==> src/rtl/write_iq.sv <==
// write_iq: pops paired I/Q dequantized samples from two FWFT FIFOs, requantizes
// each to signed 16 bits (shift, optional round, saturate), packs {Q16,I16} and
// pushes the word to an output FIFO. Counts saturated channels, sticking at all-ones.
module write_iq #(
    parameter int QUANT_BITS = 10,
    parameter int ROUND      = 0,
    parameter int SAT_CNT_W  = 16
) (
    input  logic                 clock,
    input  logic                 reset,
    output logic                 inI_rd_en,
    input  logic                 inI_empty,
    input  logic [31:0]          inI_dout,
    output logic                 inQ_rd_en,
    input  logic                 inQ_empty,
    input  logic [31:0]          inQ_dout,
    output logic                 out_wr_en,
    input  logic                 out_full,
    output logic [31:0]          out_din,
    output logic [SAT_CNT_W-1:0] sat_count
);

    localparam logic [0:0] S_READ  = 1'b0;
    localparam logic [0:0] S_WRITE = 1'b1;

    localparam logic signed [32:0] RND_BIAS =
        (ROUND != 0) ? (33'sd1 <<< (QUANT_BITS - 1)) : 33'sd0;

    // Returns {saturated, value16}; sum is 33 bits so the rounding bias cannot overflow.
    function automatic logic [16:0] requant(input logic [31:0] x);
        logic signed [32:0] sum;
        logic signed [32:0] t;
        sum = $signed({x[31], x}) + RND_BIAS;
        t   = sum >>> QUANT_BITS;
        if (t > 33'sd32767) begin
            return {1'b1, 16'h7FFF};
        end else if (t < -33'sd32768) begin
            return {1'b1, 16'h8000};
        end else begin
            return {1'b0, t[15:0]};
        end
    endfunction

    logic [0:0]           state_q, state_d;
    logic [31:0]          word_q, word_d;
    logic [SAT_CNT_W-1:0] sat_q, sat_d;
    logic [16:0]          req_i, req_q;
    logic [SAT_CNT_W:0]   sat_sum;
    logic                 pop, push;

    // Handshakes: gated by reset so nothing fires while the block is held in reset.
    always_comb begin
        pop  = reset && (state_q == S_READ) && !inI_empty && !inQ_empty;
        push = reset && (state_q == S_WRITE) && !out_full;
    end

    assign inI_rd_en = pop;
    assign inQ_rd_en = pop;
    assign out_wr_en = push;
    assign out_din   = word_q;
    assign sat_count = sat_q;

    // Requantize both channels and form the saturating counter increment.
    always_comb begin
        req_i   = requant(inI_dout);
        req_q   = requant(inQ_dout);
        sat_sum = {1'b0, sat_q}
                + {{SAT_CNT_W{1'b0}}, req_i[16]}
                + {{SAT_CNT_W{1'b0}}, req_q[16]};
    end

    // Next-state: capture word on pop, return to read once the word is accepted.
    always_comb begin
        state_d = state_q;
        word_d  = word_q;
        sat_d   = sat_q;
        if (pop) begin
            state_d = S_WRITE;
            word_d  = {req_q[15:0], req_i[15:0]};
            sat_d   = sat_sum[SAT_CNT_W] ? '1 : sat_sum[SAT_CNT_W-1:0];
        end
        if (push) begin
            state_d = S_READ;
        end
    end

    // State registers; reset discards any pending word.
    always_ff @(posedge clock or negedge reset) begin
        if (!reset) begin
            state_q <= S_READ;
            word_q  <= '0;
            sat_q   <= '0;
        end else begin
            state_q <= state_d;
            word_q  <= word_d;
            sat_q   <= sat_d;
        end
    end

endmodule

==> config.mk <==
export PLATFORM = sky130hd
export DESIGN_NAME = write_iq
export DESIGN_NICKNAME = d
export VERILOG_FILES = /design/src/rtl/write_iq.sv
export SDC_FILE = /design/constraint.sdc
export NUM_CORES = 1
export LEC_CHECK = 0
export ABC_AREA = 1
export BUFFER_PORTS_ARGS = -buffer_cell sky130_fd_sc_hd__buf_2
export CORE_ASPECT_RATIO = 0.6
export CORE_MARGIN = 2
export CORE_UTILIZATION = 46
export DETAILED_ROUTE_END_ITERATION = 16
export PLACE_DENSITY = 0.8
export SYNTH_ARGS = -nofsm -noshare
export SYNTH_HDL_FRONTEND = slang
export SYNTH_SLANG_ARGS = --single-unit
export TNS_END_PERCENT = 1
==> constraint.sdc <==
create_clock -name clock -period 1.95 [get_ports clock]
set_input_delay 0 -clock clock [delete_from_list [all_inputs] [get_ports clock]]
set_output_delay 0 -clock clock [all_outputs]
set_load 0.005 [all_outputs]
# Word level (Yosys, flattened, before mapping)
# Cells that the tools add are included.
[totals]
romBits = 0
regBits = 49
output_inout_bits = 51
input_bits = 69
ramBits = 0
latchBits = 0
mem_count = 0
[classes]
reduce_logical = 9
n_addsub = 2
multipliers = 0
bitwise = 1
eq_ne = 0
n_div = 0
n_mux = 7
n_shift = 0
n_lt_le_gt_ge = 4
[ops]
columns = ["cell", "n"]
rows = [
  ["$mux 17", 4],
  ["$gt 22x16->1 const B", 2],
  ["$lt 22x16->1 const B", 2],
  ["$add 16x1->17", 1],
  ["$add 17x1->17", 1],
  ["$mux 16", 1],
  ["$logic_and 1x1->1", 5],
  ["$logic_not 1->1", 3],
  ["$mux 1", 2],
  ["$reduce_bool 2->1", 1],
  ["$not 1->1", 1],
]

# Depth between registers and ports, before layout
# Gate-level depths: netlist of run 1.
[depth]
ltp_word = 6
depth_mapped = 16

# Least setup slack after synthesis of run 1
# No wires, ideal clock.
[synth_timing]
path_kind = "register -> register"
from = "register sat_q[0] (netlist: sat_count[0])"
to = "register sat_q[14] (netlist: sat_count[14])"
slack_ns = 0.141
stages_incl_launch_ff = 12
synth_period_minus_slack_ns = 1.809
path_buffers = 0
arrival_time_ns = 1.684
setup_ns = 0.125
t_required_ns = 1.825
path_cell_list = "dfrtp_1 > inv_1 > fa_1 > inv_1 > ha_1 > nand3_1 > inv_2 > nand2_4 > nor2_8 > nand3_1 > nand2_1 > nand3_1"
[synth_between]
elab_chain_len = 3
[synth_rtl]
columns = ["item", "line_no", "source"]
rows = [
  ["from (decl)", "46", "logic [SAT_CNT_W-1:0] sat_q, sat_d;"],
  ["from (signal assigned)", "96", "sat_q <= sat_d;"],
  ["$add 16x1->17", "68", "+ {{SAT_CNT_W{1'b0}}, req_i[16]}"],
  ["$add 17x1->17", "69", "+ {{SAT_CNT_W{1'b0}}, req_q[16]};"],
  ["$mux 16", "80", "sat_d = sat_sum[SAT_CNT_W] ? '1 : sat_sum[SAT_CNT_W-1:0];"],
]
# Every way passes these cells.
# A chain may end at the register's enable or synchronous reset.

# Final worst setup path of run 1
# Ends and elaborated chain as after synthesis.

==> flow_summary.toml, run 1 <==
[critical_path]
reg2reg_slack_ns = 0.16
crit_chain = "inv_1 -> fa_2 -> inv_2 -> ha_4 -> nand3_4 -> inv_4 -> nand2_4 -> nor2_8 -> nand3_1 -> nand2_1 -> nand3_1"
cp_data_required_time_ns = 2.13
crit_path_end_kind = "register"
max_stage_delay_ns = 0.39
cpMostUsedCell = "nand3_1"
reg2reg_to = "sat_count[14]"
crit_type = "register to register"
cp_slowest_cell = "fa_2"
critPathLaunchType = "register"
path_max_fanout = 6
critPathTopFamily = "simple AND/OR/NAND/NOR gates"
cp_num_buf_inv = 3
rr_worst_depth = 11
crit_arrival_ns = 1.97
r2r-start = "sat_count[0]"

[floorplanning]
coreArea_mm2 = 0.005155
die_w_um = 99.08
ioPinCount = 120
die_h_um = 61.05
start_util_pct = 48.40
rows = 20
die-area_mm2 = 0.006048

[yosys]
postSynthAreaPerCell_um2 = 8.048
ys_ff_latch = 49
synth_nets = 381
syn_area_mm2 = 0.002495
yosysSeqAreaShare_pct = 49.15
netlist_instances = 310
ys_warn_count = 0
ys_types = 30

[power_and_ir_drop]
ir_drop_v = 0.0005468
leakage_nw = 1.993
p_per_area_mw_per_mm2 = 930.3

[worst_hold_path]
hold_start = "inQ_dout[31]"
hold_path_end = "out_din[31]"
hold_class = "input pin to register"
holdPathStages = 3

[final_layout]
fin_area_mm2 = 0.003495
areaGrowthSynthToFinish_pct = 40.07
fillers = 427
layout_common_cells = "nand2_1, buf_2, dfrtp_1"
drive_gt1_share_pct = 29.98
mostFrequentLayoutCell = "nand2_1"
final_nets = 517
antenna_cells = 0

[route]
drc_errors = 0
via_per_inst = 4.838
totalWireLength_um = 6721
vias = 2482
routedWlPerCell_um = 13.10
dr.pass1.iters = 4
drt_iter0_drc = 162
ant_nets = 0

[placed_design]
placed_cell_area_mm2 = 0.003054
io_buffers = 99
place_congestion = 0.8409
dp_hpwl_um = 4662

[sta]
finalCritPeriodShare_pct = 91.85
hold_violations = 0
drv_slew = 0
final.setup.tns_ns = 0
slew_headroom_pct = 70.11
worst_pin_slew_ns = 0.4479
final.setup_skew_ns = 0.003903
period_needed_ns = 1.791
setup_viol = 0
holdWs_ns = 0.02416
grt_setup_unrepaired = "no"
fmax_mhz = 558.3

[clock_network]
clk_path_buf_depth = 2
cts-htree-levels = 2
root_buffer = "clkbuf_8"
cts.sinks = 49
clk_transition_reported_paths_ns = 0.08
cts_inserted_buffers = 5
cts_tree = "built"
clock_latency_ns = 0.29

[run]
cap_violations = 0

[global_routing]
grt_max_degree = 29
grt_usage_pct = 23.20
overflow = 0
grt_pass1_wl_um = 10900
grt_pass1_vias = 2320
antenna_found_initial = 0

[run_status]
status = "finished clean"
how the worst max path moves through the flow:
stage,startpoint,to,slack [ns],depth (start not counted)
CTS,sat_count[0],sat_count[14],0.005,11
global placement,inQ_dout[27],sat_count[15],0.05,16
global route,sat_count[0],sat_count[10],0.05,11
floorplan,sat_count[0],sat_count[14],0.14,11
detailed placement,inQ_dout[27],sat_count[14],0.001,17
finish,sat_count[0],sat_count[14],0.16,11
per-layer routing:
| metal | vias up | global-route usage [%] | share of wire (%) |
|---|---|---|---|
| met2 | 76 | 39.00 | 46 |
| met5 | - | 0 | 0 |
| met3 | 10 | 4.540 | 5.1 |
| met1 | 1140 | 31.99 | 48 |
| met4 | 0 | 5.871 | 1.6 |
| li1 | 1256 | - | - |
power by group:
part	leakage, nW	internal (mW)	switching (mW)
sequential	0.639	1.36	0.237
combinational	1.31	0.538	0.540
clock	0.0450	0.249	0.322
cells in the mapped netlist, drive strengths merged:
cell type    n  area, um2
o21ai       34      170.2
o211ai       1      7.510
ha           1      12.51
xor2         2      17.52
nand3b       2      15.01
dfrtp       49       1226
inv         28      105.1
xnor2        1      8.760
nand3       24      125.1
nand4        6      52.55
and2         1      6.260
a21oi        4      42.54
buf          7      56.30
nand2      115      449.2
clkbuf       2      7.510
fa           1      20.02
nor2        31      167.7
nor3         1      5.000
state kept, by name (all words and copies together) (netlist names):
register / count
out_din: 32
sat_count: 16
state_q: 1
cells by family (layout without fill, tap and decap cells):
kind of cell | count (synthesis) | count (layout) | share of synthesized area (%)
AND/OR/NAND/NOR | 180 | 180 | 32.90
buffers and inverters | 37 | 174 | 6.770
XOR/XNOR | 3 | 3 | 1.053
adder cells (fa/ha/maj) | 2 | 2 | 1.304
flip-flops | 49 | 49 | 49.15
AO/OA/AOI/OAI | 39 | 39 | 8.827
layout make-up:
type	instances	area (um2)	area share (%)
timing repair buffer	138	868.3	24.85
clock buffer	6	72.57	2.077
sequential	49	1226	35.09
inverter	28	107.6	3.079
clock inverter	2	10.01	0.2864
tap	66	82.58	2.363
multi-input combinational	224	1127	32.26
stage by stage:
stage	cells	setup WS (ns)	power, mW	utilization (%)
floorplan	310	0.1406	2.042	-
global placement	472	0.05441	2.526	59.25
detailed placement	472	0.001185	2.580	59.25
CTS	512	0.004541	3.202	67.06
global route	513	0.05053	3.524	67.79
finish	513	0.1589	3.251	67.79
what timing repair did:
action | 4_1_cts | 5_1_grt
endpoints found under the setup margin | 0 | 16
setup buffers | 0 | 1
endpoints found under the hold margin | 80 | 0
hold buffers | 32 | 0
gates resized for setup | 0 | 7
worst min-delay path, stage by stage:
cell and delay (ns):
buf_2 0.13, inv_1 0.07, o21ai_0 0.08
(Power assumes the default switching activity.)
==> run 2, diff against run 1 <==
CORE_MARGIN = 8   (was 2)
CORE_UTILIZATION = 42   (was 46)
PLACE_DENSITY = 0.77   (was 0.8)
TNS_END_PERCENT = unset   (was 1)
clock period = 1.5 ns   (was 1.95 ns; I/O delays follow)
==> run 2 against run 1 <==
Effect of this change: critical path depth unchanged; core utilization decreased by 2.9 points; largest power group unchanged; sequential power increased by 30%; hold slack got worse by 0.016 ns; via count increased by 3.3%; critical endpoint unchanged; register-to-register slack got worse by 0.36 ns; setup slack got worse by 0.36 ns; the run now ends with setup timing left; global-route usage decreased by 5.9 points; design area increased by 4.8%; die area increased by 45%; flip-flop and latch count unchanged.
==> flow_summary.toml, run 2 (synthesis gave the netlist of run 1 again) <==
[power_and_ir_drop]
leakage_nw = 2.093
ir_drop_v = 0.0007703
p_per_area_mw_per_mm2 = 1167

[critical_path]
cp_data_required_time_ns = 1.68
critPathLaunchType = "register"
path_max_fanout = 6
crit_type = "register to register"
reg2reg_slack_ns = -0.20
crit_arrival_ns = 1.88
crit_path_end_kind = "register"

[global_routing]
overflow = 0
grt_max_degree = 29
antenna_found_initial = 0
grt_pass1_vias = 2563
grt_usage_pct = 17.34
grt_pass1_wl_um = 11880

[route]
vias = 2564
drt_iter0_drc = 180
via_per_inst = 4.731
totalWireLength_um = 7603
dr.pass1.iters = 4
drc_errors = 0
ant_nets = 0
routedWlPerCell_um = 14.03

[final_layout]
fin_cells = 542
drive_gt1_share_pct = 33.77
fillers = 476
layout_common_cells = "nand2_1, buf_2, dfrtp_1"
final_nets = 532
antenna_cells = 0
largest_reg_flops = 32
utilization_pct = 64.85
mostFrequentLayoutCell = "nand2_1"
areaGrowthSynthToFinish_pct = 46.84

[sta]
final.setup_skew_ns = 0.003248
worst_pin_slew_ns = 0.4614
slew_headroom_pct = 69.21
fmax_mhz = 589.3
finalCritPeriodShare_pct = 113.1
hold_violations = 0
grt_setup_unrepaired = "yes"
period_needed_ns = 1.697
layout_setup_ws_ns = -0.1968
drv_slew = 0
setup_viol = 16

[floorplanning]
rows = 21
coreArea_mm2 = 0.005649
die_w_um = 115.5
start_util_pct = 44.16
ioPinCount = 120
die-area_mm2 = 0.008743
die_h_um = 75.70

[clock_network]
clk_path_buf_depth = 2
cts-htree-levels = 2
root_buffer = "clkbuf_8"
cts_inserted_buffers = 5
clk_transition_reported_paths_ns = 0.09
cts_tree = "built"
clock_latency_ns = 0.29
cts.sinks = 49

[run_status]
violations = "setup timing"
status = "finished with violations"

[placed_design]
dp.cells = 495
dp_hpwl_um = 5430
place_congestion = 0.8249
io_buffers = 99

[run]
cap_violations = 0

[worst_hold_path]
hold_class = "input pin to register"
## run 2: changes by cell type in the layout (fill, tap and decap cells not counted), sizes merged
cell      change
buf          +15
clkbuf        -1
clkinvlp      +1
## run 2: layer usage
metal	track usage (%)	wire [um]	share of wire (%)
met1	22.31	3479	46
met2	28.59	3443	45
met3	4.430	581	7.6
met4	4.769	97	1.3
met5	0	0	0
## run 2: report_power, final
| part | internal (mW) | switching [mW] |
|---|---|---|
| Clock | 0.323 | 0.440 |
| Sequential | 1.77 | 0.307 |
| Combinational | 0.720 | 0.710 |
| Total | 2.82 | 1.46 |
## run 2: through the flow
step	worst slack (ns)	cell area (um2)	hold WS, ns	TNS, ns	total power [mW]
5_1_grt	-0.3111	3664	0.005113	-4.318	4.595
6_report	-0.1968	3664	0.008039	-2.349	4.274
4_1_cts	-0.1843	3608	0.002324	-2.246	4.284
2_1_floorplan	-0.1320	2527	-0.2956	-0.7034	2.702
3_5_place_dp	-0.3241	3172	0.04924	-4.281	3.449
3_3_place_gp	-0.2782	3172	0.05418	-3.778	3.405
## run 2: area by class of cell
| cell class | instances | area (um2) | share of cell area (%) |
|---|---|---|---|
| Sequential cell | 49 | 1226 | 33.47 |
| Multi-Input combinational cell | 224 | 1150 | 31.39 |
| Timing Repair Buffer | 153 | 993.5 | 27.12 |
| Inverter | 28 | 107.6 | 2.937 |
| Tap cell | 80 | 100.1 | 2.732 |
| Clock buffer | 5 | 68.82 | 1.878 |
| Clock inverter | 3 | 17.52 | 0.4781 |
## run 2: worst paths after layout
| path | from | to | cells past startpoint |
|---|---|---|---|
| setup / recovery | sat_count[0] | sat_count[14] | 11 |
| setup reg to reg | sat_count[0] | sat_count[14] | 11 |
| min in group asynchronous | reset | state_q | 3 |
| hold reg to reg | out_din[9] | out_din[9] | 2 |
| hold / removal | out_full | state_q | 3 |
| max in group asynchronous | reset | out_din[31] | 3 |
## run 2: repair_timing
action | CTS | global route
endpoints found under the setup margin | 16 | 33
endpoints found under the hold margin | 80 | 0
hold buffers | 32 | 0
resized for setup | 3 | 2
setup buffers | 2 | 5
pin swaps | 6 | 2
## run 2: worst max-delay path, cell delays in order, from the launching register on
cell     delay [ns]
dfrtp_1        0.38
inv_2          0.04
fa_2           0.34
inv_2          0.08
ha_4           0.14
nand3_4        0.10
inv_4          0.08
nand2_4        0.06
nor2_8         0.14
nand3_2        0.08
nand2_2        0.08
nand3_2        0.07
==> run 3, diff against run 2 <==
==> constraint.sdc (replaced) <==
create_clock -name clock -period 1.5 [get_ports clock]
set_input_delay 0.3 -clock clock [delete_from_list [all_inputs] [get_ports clock]]
set_output_delay 0.3 -clock clock [all_outputs]
set_load 0.005 [all_outputs]
==> run 3 against run 2 <==
Effect of this change: the run still ends with setup timing left; maximum frequency fell by 9.5%; wire length shrank 0.43%; clock power rose by 23%; flip-flop and latch count unchanged; via count fell by 0.43%; critical path depth up 5; critical path type is now input pin to register; sequential share of layout area fell by 0.22 points; total power increased by 8.1%; count of clock-buffer cells in the layout increased by 1; sequential power barely moved.
==> flow_summary.toml, run 3 (synthesis gave the netlist of run 1 again) <==
[final_layout]
layout_common_cells = "nand2_1, buf_2, dfrtp_1"
fin_cells = 527
largest_reg_flops = 32
utilization_pct = 65.27
antenna_cells = 0
areaGrowthSynthToFinish_pct = 47.79
fin_area_mm2 = 0.003687
mostFrequentLayoutCell = "nand2_1"
final_nets = 517
drive_gt1_share_pct = 43.62

[critical_path]
cp_slowest_cell = "fa_2"
critPathLaunchType = "input pin"
crit_type = "input pin to register"
crit_arrival_ns = 2.11
max_stage_delay_ns = 0.37
cp_data_required_time_ns = 1.74
crit_path_end_kind = "register"
crit_chain = "buf_2 -> nand2_4 -> nor2_1 -> nand3_1 -> nand2_1 -> nand2_1 -> inv_2 -> fa_2 -> inv_2 -> ha_4 -> nand3_4 -> inv_4 -> nand2_4 -> nor2_8 -> nand4_4 -> nand3_2"
path_max_fanout = 6

[global_routing]
overflow = 0
grt_pass1_wl_um = 11960
grt_max_degree = 30
antenna_found_initial = 0
grt_usage_pct = 17.17
grt_pass1_vias = 2560

[placed_design]
dp.cells = 501
io_buffers = 99
place_congestion = 0.8603
placed_cell_area_mm2 = 0.003227
place_ws_ns = -0.6155
dp_hpwl_um = 5651

[sta]
slew_headroom_pct = 69.89
setup_viol = 16
hold_violations = 0
grt_setup_unrepaired = "yes"
drv_slew = 0
final.setup.tns_ns = -4.816
fmax_mhz = 533.1
layout_setup_ws_ns = -0.3758
holdWs_ns = 0.01267
final.setup_skew_ns = 0.003878
finalCritPeriodShare_pct = 125.1
period_needed_ns = 1.876
worst_pin_slew_ns = 0.4512

[floorplanning]
die_w_um = 115.5
rows = 21
start_util_pct = 44.16
coreArea_mm2 = 0.005649
die_h_um = 75.70
ioPinCount = 120
die-area_mm2 = 0.008743

[clock_network]
root_buffer = "clkbuf_8"
cts_inserted_buffers = 5
cts_tree = "built"
cts.sinks = 49
cts-htree-levels = 2
clk_path_buf_depth = 2
clock_latency_ns = 0.30
clk_transition_reported_paths_ns = 0.09

[route]
ant_nets = 0
via_per_inst = 4.844
vias = 2553
drt_iter0_drc = 163
totalWireLength_um = 7570
routedWlPerCell_um = 14.36
dr.pass1.iters = 4
drc_errors = 0

[power_and_ir_drop]
intPower_mw = 3.091
leakage_nw = 2.126
switching_power_mw = 1.531
p_total_mw = 4.622
ir_drop_v = 0.0006930
p_per_area_mw_per_mm2 = 1253
pwr-share-clk_pct = 20.2
switching_share_pct = 33.12
pwr-share-comb_pct = 34.9
seqPwrFrac_pct = 44.9

[worst_hold_path]
hold_class = "input pin to asynchronous set/reset pin"

[run_status]
violations = "setup timing"
status = "finished with violations"

[run]
cap_violations = 0
-- run 3: changes by cell type in the layout (fill, tap and decap cells not counted), moves of 3 or more --
cell / delta
buf_6: +12
nand2_2: +8
nand3_2: +5
buf_4: +12
inv_2: +3
buf_2: -8
nand2_1: -10
inv_1: -3
nor2_4: +4
nand3_1: -7
dlygate4sd3_1: -32
-- run 3: critical path: cells and delay by family --
family / cells / cell delay (ns)
simple gates: 10 / 0.96
fa+ha+maj: 2 / 0.51
buf+inv: 4 / 0.33
-- run 3: layout make-up --
type,instances,area (um2)
Fill cell,470,1962
Multi-Input combinational cell,224,1264
Sequential cell,49,1226
Timing Repair Buffer,138,878.3
Inverter,28,107.6
Tap cell,80,100.1
Clock buffer,6,72.57
Clock inverter,2,38.79
-- run 3: path summary, 6_finish.rpt --
path	startpoint	endpoint	slack (ns)	cells after the start
min	reset	sat_count[10]	0.01	2
min reg2reg	out_din[30]	out_din[30]	0.48	2
max reg2reg	sat_count[0]	sat_count[10]	-0.34	10
max	inI_dout[27]	sat_count[10]	-0.38	16
min in group clock	inI_dout[20]	out_din[10]	0.21	3
max in group asynchronous	reset	out_din[19]	1.18	2
-- run 3: metal layers --
metal	global-route usage, %	routed length [um]	vias to the layer above
met1	22.26	3308	1178
met4	3.324	74	0
met2	28.21	3570	111
met3	4.984	617	10
li1	-	-	1254
met5	0	0	-
-- run 3: repair_timing --
| item | in CTS | in global routing |
|---|---|---|
| buffers inserted | 9 | 9 |
| pin swaps | 17 | 19 |
| resized for setup | 19 | 28 |
| endpoints found under the setup margin | 18 | 40 |
| hold buffers | 0 | 0 |
-- run 3: power by group through the flow --
| stage | clock [mW] | sequential [mW] | combinational [mW] |
|---|---|---|---|
| floorplan | 0 | 2.12 | 0.582 |
| global placement | 0 | 2.08 | 1.37 |
| detailed placement | 0 | 2.08 | 1.43 |
| CTS | 0.956 | 2.07 | 1.51 |
| global route | 1.02 | 2.13 | 1.81 |
| finish | 0.935 | 2.07 | 1.61 |
